--- config.mk ---
export PLATFORM = sky130hd
export DESIGN_NAME = config_valid_delay_line
export DESIGN_NICKNAME = d
export VERILOG_FILES = /design/src/rtl/config_valid_delay_line.sv
export SDC_FILE = /design/constraint.sdc
export NUM_CORES = 1
export LEC_CHECK = 0
export CORE_ASPECT_RATIO = 1.2
export CORE_MARGIN = 2
export CORE_UTILIZATION = 40
export DETAILED_ROUTE_END_ITERATION = 8
export PLACE_DENSITY_LB_ADDON = 0.15
export SETUP_SLACK_MARGIN = 0.3
export SYNTH_ARGS = -nofsm -noshare
export SYNTH_HDL_FRONTEND = slang
export SYNTH_SLANG_ARGS = --single-unit
--- constraint.sdc ---
create_clock -name clk -period 5.47 [get_ports clk]
set_clock_uncertainty 0.05 [all_clocks]
set_input_delay 1.094 -clock clk [delete_from_list [all_inputs] [get_ports clk]]
set_output_delay 1.094 -clock clk [all_outputs]
set_load 0.1 [all_outputs]
--- src/rtl/config_valid_delay_line.sv ---
// Multi-lane stallable delay line with a shared valid, run-time delay select,
// flush and an in-flight counter. A delay of zero is a combinational bypass.
// Stages beyond the active delay keep shifting but are never observed.

// Range checker: the in-flight count can never exceed the active delay.
module config_valid_delay_line_chk #(
   parameter int DW = 4
) (
   input logic          clk,
   input logic          rst_n,
   input logic [DW-1:0] cur_delay,
   input logic [DW-1:0] in_flight
);

   // in_flight is bounded by the active window depth
   a_in_flight_le_delay : assert property (@(posedge clk) disable iff (!rst_n)
      in_flight <= cur_delay);

endmodule

module config_valid_delay_line #(
   parameter  int WIDTH         = 32,
   parameter  int LANES         = 1,
   parameter  int MAX_DELAY     = 8,
   parameter  int DEFAULT_DELAY = 1,
   localparam int DW            = $clog2(MAX_DELAY + 1),
   localparam int DATA_W        = LANES * WIDTH
) (
   input  logic              clk,
   input  logic              rst_n,
   input  logic              en,
   input  logic              flush,
   input  logic              cfg_load,
   input  logic [DW-1:0]     cfg_delay,
   input  logic              in_valid,
   input  logic [DATA_W-1:0] in_data,
   output logic              out_valid,
   output logic [DATA_W-1:0] out_data,
   output logic [DW-1:0]     cur_delay,
   output logic [DW-1:0]     in_flight,
   output logic              busy
);

   logic [MAX_DELAY-1:0]             vld_q, vld_d;
   logic [MAX_DELAY-1:0][DATA_W-1:0] dat_q, dat_d;
   logic [DW-1:0]                    delay_q, delay_d;
   logic [DW-1:0]                    cnt_q, cnt_d;

   logic              tap_valid_s;
   logic [DATA_W-1:0] tap_data_s;
   logic              active_s;
   logic              enter_s;
   logic              exit_s;
   logic [DW-1:0]     cfg_sat_s;

   // Select stage[delay-1] as an AND-OR mux; no match (delay 0) yields zero
   always_comb begin
      tap_valid_s = 1'b0;
      tap_data_s  = '0;
      for (int i = 0; i < MAX_DELAY; i++) begin
         tap_valid_s = tap_valid_s | (vld_q[i] & (delay_q == DW'(i + 1)));
         tap_data_s  = tap_data_s | (dat_q[i] & {DATA_W{delay_q == DW'(i + 1)}});
      end
   end

   // Window bookkeeping: what enters and leaves the observed window this cycle
   always_comb begin
      active_s  = (delay_q != {DW{1'b0}});
      enter_s   = in_valid & active_s;
      exit_s    = tap_valid_s & active_s;
      cfg_sat_s = (cfg_delay > DW'(MAX_DELAY)) ? DW'(MAX_DELAY) : cfg_delay;
   end

   // Next-state: cfg_load > flush > en > hold
   always_comb begin
      vld_d   = vld_q;
      dat_d   = dat_q;
      delay_d = delay_q;
      cnt_d   = cnt_q;
      if (cfg_load || flush) begin
         vld_d = '0;
         dat_d = '0;
         cnt_d = '0;
         if (cfg_load) begin
            delay_d = cfg_sat_s;
         end else begin
            delay_d = delay_q;
         end
      end else if (en) begin
         vld_d[0] = in_valid;
         dat_d[0] = in_valid ? in_data : {DATA_W{1'b0}};
         for (int i = 1; i < MAX_DELAY; i++) begin
            vld_d[i] = vld_q[i-1];
            dat_d[i] = dat_q[i-1];
         end
         cnt_d = cnt_q + DW'(enter_s) - DW'(exit_s);
      end else begin
         cnt_d = cnt_q;
      end
   end

   // State registers with synchronous active-low reset
   always_ff @(posedge clk) begin
      if (!rst_n) begin
         vld_q   <= '0;
         dat_q   <= '0;
         delay_q <= DW'(DEFAULT_DELAY);
         cnt_q   <= '0;
      end else begin
         vld_q   <= vld_d;
         dat_q   <= dat_d;
         delay_q <= delay_d;
         cnt_q   <= cnt_d;
      end
   end

   // Output tap: bypass at delay 0, otherwise the registered stage
   always_comb begin
      if (active_s) begin
         out_valid = tap_valid_s;
         out_data  = tap_data_s;
      end else begin
         out_valid = in_valid;
         out_data  = in_data;
      end
      cur_delay = delay_q;
      in_flight = cnt_q;
      busy      = (cnt_q != {DW{1'b0}});
   end

   config_valid_delay_line_chk #(.DW(DW)) u_chk (
      .clk       (clk),
      .rst_n     (rst_n),
      .cur_delay (delay_q),
      .in_flight (cnt_q)
   );

endmodule
### Yosys cells after proc, flatten, opt, wreduce, memory -nomap -nowiden

Cells that the tools add are included.

* bitwise logic cells: 33
* reduce and logical (&&, ||, !) cells: 5
* add/subtract/negate cells: 2
* mux-type cells: 4
* eq/ne operators: 8
* $lt $le $gt $ge: 1

Operator list (count)
* bitwise AND 32 bit: 8
* OR 32 bit: 7
* 2-to-1 mux 32 bit: 2
* == test 4 x 3 -> 1 bit (second input constant): 4
* bitwise AND 1 bit: 10
* == test 4 x 2 -> 1 bit (second input constant): 2
* nonzero test 4 bit: 2
* OR 1 bit: 7
* adder 4 x 1 -> 4 bit: 1
* == test 4 x 1 -> 1 bit (second input constant): 1
* == test 4 bit (second input constant): 1
* > comparator 4 bit (second input constant): 1
* 2-to-1 mux 4 bit: 1
* subtractor 4 x 1 -> 4 bit: 1
* AND reduction 2 bit: 1
* OR reduction 2 bit: 1
* logical OR 1 bit: 1
* 2-to-1 mux 1 bit: 1
* NOT 1 bit: 1

* output and inout bits: 42
* word-level logic and storage cells: 64
* input bits: 42
* flip-flop bits (word level): 272

### Logic depth before layout (Yosys ltp)

* word-level depth: 11
* mapped depth: 15
* gate-level depth less buffers: 12

### Least setup slack after synthesis

No wires, ideal clock.

* path type: reg-to-output
* start point: register delay_q[2], in the netlist cur_delay[2]
* end point: output port out_data[10]
* arrival time: 4.175 ns
* path buffers: 3
* path slack: 0.151 ns
* stages on the path, launching flop included: 8
* required time: 4.326 ns
* cell sequence: dfxtp_1 > buf_2 > buf_2 > buf_4 > mux2i_1 > nor2_1 > a221oi_1 > o32ai_1

* longest elaborated chain between the ends: 10
* elaborated cells on any way between the ends: 25
* classes of those cells: eq/ne: 8; mux: 1; bitwise: 15; reduce/logical: 1

RTL lines
* start: declaration: RTL line 46 `logic [DW-1:0] delay_q, delay_d;`
* start signal: assignment: RTL line 107 `delay_q <= DW'(DEFAULT_DELAY);`
* start signal: assignment: RTL line 112 `delay_q <= delay_d;`
* == test 4 x 1 -> 1 bit / == test 4 x 2 -> 1 bit (equally long branches): RTL line 62 `tap_data_s = tap_data_s | (dat_q[i] & {DATA_W{delay_q == DW'(i + 1)}});`
* bitwise AND 32 bit: RTL line 62
* OR 32 bit (7 in a row): RTL line 62
* 2-to-1 mux 32 bit *: RTL line 119 `if (active_s) begin`
* end: declaration: RTL line 38 `output logic [DATA_W-1:0] out_data,`

Mark *: on every way between the ends. The rest lies on a longest branch, timed or not.

### Worst setup path after layout

* start point: register delay_q[1], in the netlist cur_delay[1]
* end point: output port out_data[14]

The elaborated chain is that of the path after synthesis.

==> run summary <==
The flow ran to the end, and the final reports show no timing, DRC or antenna violations. 0 antenna diodes ended up in the layout. The number of cells on the worst reg-to-reg path is 12. The relative slew slack came out at 28.7%. The tools report the maximum operating frequency as 0.218 GHz. The count of unique library cells instantiated by Yosys is 59.

The count of nets left with antenna violations once routing finished came out at 0. The cell count after synthesis came out at 1,281. Total number of nets in the final design: 1,365. The layout has 2,849 filler cells.

In this run the most critical hold path is launched from dat_q[239]. The average instance in the mapped netlist occupies 9.49 µm². The number of global-route vias before repair is 9,021, and the max-capacitance violation count is 0.

The clock reaches the later pin of the worst-skew pair after 550 ps. The die height came out at 195 µm. The die is 163 µm wide. The tools report the post-cts repair resize count as 0. The capturing element type of the critical path was a primary output.

The die covers 31,800 µm². Final number of hold-violating endpoints: 0. The per-cell routed wire length works out to 18.3 µm. For the maximum level of the CTS H-tree, the log shows 1. 84 I/O pins were placed. Summed instance area of the synthesized netlist: 12,200 µm². The category of the worst setup path launch point was a flip-flop. The async set-reset flop share out of synthesis is 0%. After detailed routing, the number of vias per cell comes to 5.35.

Critical setup path kind: reg2out. The tree is rooted in a clkbuf_16. The signed area change from the synthesized netlist to the final layout was 17.5%; the clock slew at the register clock pins of the worst setup and hold paths was 60 ps. The number of setup buffers added after CTS is 0. The worst hold path passes through 2 cells.

In the finished design, the share of the clock period the worst path needs comes to 84.0%. The smallest clock period supported by the final layout is computed as 4590 ps. For the total number of clock tree sinks, the log shows 272. After detailed placement, the total cell area comes to 13,200 µm².

The number of buffers created by CTS was 30. The worst register-to-register path ends at in_flight[2]. The fraction of final layout cells with drive strength greater than 1 is 10.2%, and the overall global routing resource usage is 19.7%.

For the detailed placement HPWL, the log shows 19,600 µm. The start point of the critical path was cur_delay[1]. The first routing iteration left 597 violations.

The run gives 44.8% as the fraction of the yosys area taken by sequential cells. Entering global routing, the biggest net connects 136 pins. During placement, the flow inserted port buffers numbering 83.

Across all layers, the routed design uses 9,244 vias. The first global-routing pass estimated 50,500 µm of wire. The largest fanout on the critical path is 27, and the register-to-register setup slack is 1790 ps.

Summed over all layers, the routed wires come to 31,700 µm. Hold repair after CTS inserted 0 buffers. The tools report the synthesis warning total as 0. Before antenna repair, the detailed router went through 4 iterations. The peak supply drop is 0.000244 V. The path class of the tightest hold or removal check is reg2reg. STA puts the critical path data arrival time at 3450 ps.

Data on the critical path is required at its endpoint by 4330 ps. TritonCTS built the clock tree. Synthesis inferred 272 register bits. The final sum of negative setup slack was 0 ps. The number of nets in the synthesized netlist is 1,329. Counting along the longest clock path gives a buffer depth of 3. After floorplanning, the core was sized to cover 29,800 µm². Setup repair after global routing left no endpoint under its margin.

For this run, the leading register cell type out of synthesis is dfxtp_1. Counting flops with a built-in enable in the synthesized netlist gives 0. The worst flop-to-flop path startpoint is cur_delay[0].

The final count of pins violating max slew came out at 0. Setup violations remaining at the end of the flow were counted as 0. In this run the power density over the cells is 331 nW/µm². The floorplan has 69 rows.

The total overflow left after global routing is 0. For the weighted congestion at the end of routability-driven global placement, the log shows 0.751. The initial antenna violation count is 0, and the final standard cell area without fillers is 14,300 µm². For the pin with the worst max-slew slack, the measured transition is 1070 ps. Summed over all cells, the static leakage comes to 0.00549 µW. The initial utilization of the core area, before any placement, comes to 40.8%. The worst hold path terminates at dat_q[239]. For this run, design rule violations remaining after detail routing come to 0.
[final cells by class]
type                       instances  area [µm²]  share of cell area, %
clock buffer                      43         921                   6.45
clock inverter                    11         186                   1.31
inverter                          16        60.1                  0.421
multi-input combinational        893        6230                   43.6
sequential                       272        5450                   38.2
tap                              390         488                   3.42
timing repair buffer             104         936                   6.56
[synthesized netlist by cell type, types with 6 or more instances]
| cell type | number | area share [%] |
|---|---|---|
| o211ai_1 | 7 | 0.43 |
| o22a_1 | 6 | 0.43 |
| mux2i_1 | 286 | 24 |
| a21oi_1 | 30 | 1.2 |
| dfxtp_1 | 272 | 45 |
| mux2_2 | 6 | 0.56 |
| a22oi_1 | 50 | 3.1 |
| a31oi_1 | 7 | 0.36 |
| a21boi_0 | 7 | 0.43 |
| o32a_1 | 8 | 0.66 |
| inv_1 | 15 | 0.46 |
| clkbuf_1 | 39 | 1.2 |
| nor2_1 | 312 | 9.6 |
| nand2_1 | 31 | 0.96 |
| o22ai_1 | 14 | 0.72 |
| a22o_1 | 8 | 0.58 |
| nand2b_1 | 7 | 0.36 |
| buf_2 | 46 | 1.9 |
| nor2b_1 | 11 | 0.57 |
| o21ai_0 | 26 | 1.1 |
| buf_4 | 8 | 0.49 |
[layer usage]
metal	vias up	track usage, %	part of all wire (%)
met5	-	0	0
met4	0	4.75	1.6
met3	35	2.80	4.0
met2	169	32.6	47
met1	4470	27.1	48
li1	4570	-	-
[through the flow]
stage	hold WS (ps)	instances	power, µW	setup WS [ps]	utilization, %
after floorplan	401	1281	2410	710	-
after global placement	423	1675	2550	1500	44.2
after detailed placement	436	1675	2550	1470	44.2
after CTS	452	1729	4780	860	47.9
after global routing	469	1729	4880	697	47.9
final	447	1729	4730	875	47.9
[critical path: stages (launching register included)]
cell	delay, ps
dfxtp_2	790
buf_4	450
and2_0	680
a22o_1	230
a221oi_1	90
o32ai_2	300
buf_4	340
[cell usage in the layout, fill, tap and decap left out, types with 6 or more instances in the layout]
cell type        instances
a21boi_0                 7
a21oi_1                 30
a22o_1                   8
a22oi_1                 50
a31oi_1                  7
buf_4                   52
clkbuf_16               31
clkbuf_8                10
clkdlybuf4s50_1         49
dfxtp_1                268
inv_1                   15
mux2_2                   6
mux2i_1                286
nand2_1                 30
nand2b_1                 7
nor2_1                 310
nor2b_1                 11
o211ai_1                 7
o21ai_0                 26
o22a_1                   6
o22ai_1                 14
o32a_1                   8
[report_power, final]
| group | switching (µW) | internal [µW] |
|---|---|---|
| registers | 24.1 | 1990 |
| clock network | 823 | 1400 |
| logic | 345 | 153 |
| total | 1190 | 3530 |
[worst max-delay path by stage]
stage,end,cells after the start
after floorplan,out_data[0],6
after global placement,out_data[23],6
after detailed placement,out_data[23],6
after CTS,out_data[23],6
after global routing,out_data[23],6
final,out_data[14],6
[cell families after synthesis]
logic type      count (synthesis)  synth area share (%)
flops                         272                  44.8
fa+ha+maj                       6                 0.680
simple gates                  390                  13.5
compound gates                199                  11.6
buf+inv                       116                  4.44
mux                           296                  24.9
xor+xnor                        2                 0.144
[sequential cells by signal, indices dropped and copies added, names as in the netlist]
register / flops
cur_delay: 4
dat_q: 256
in_flight: 4
vld_q: 8
(Power assumes the default switching activity.)
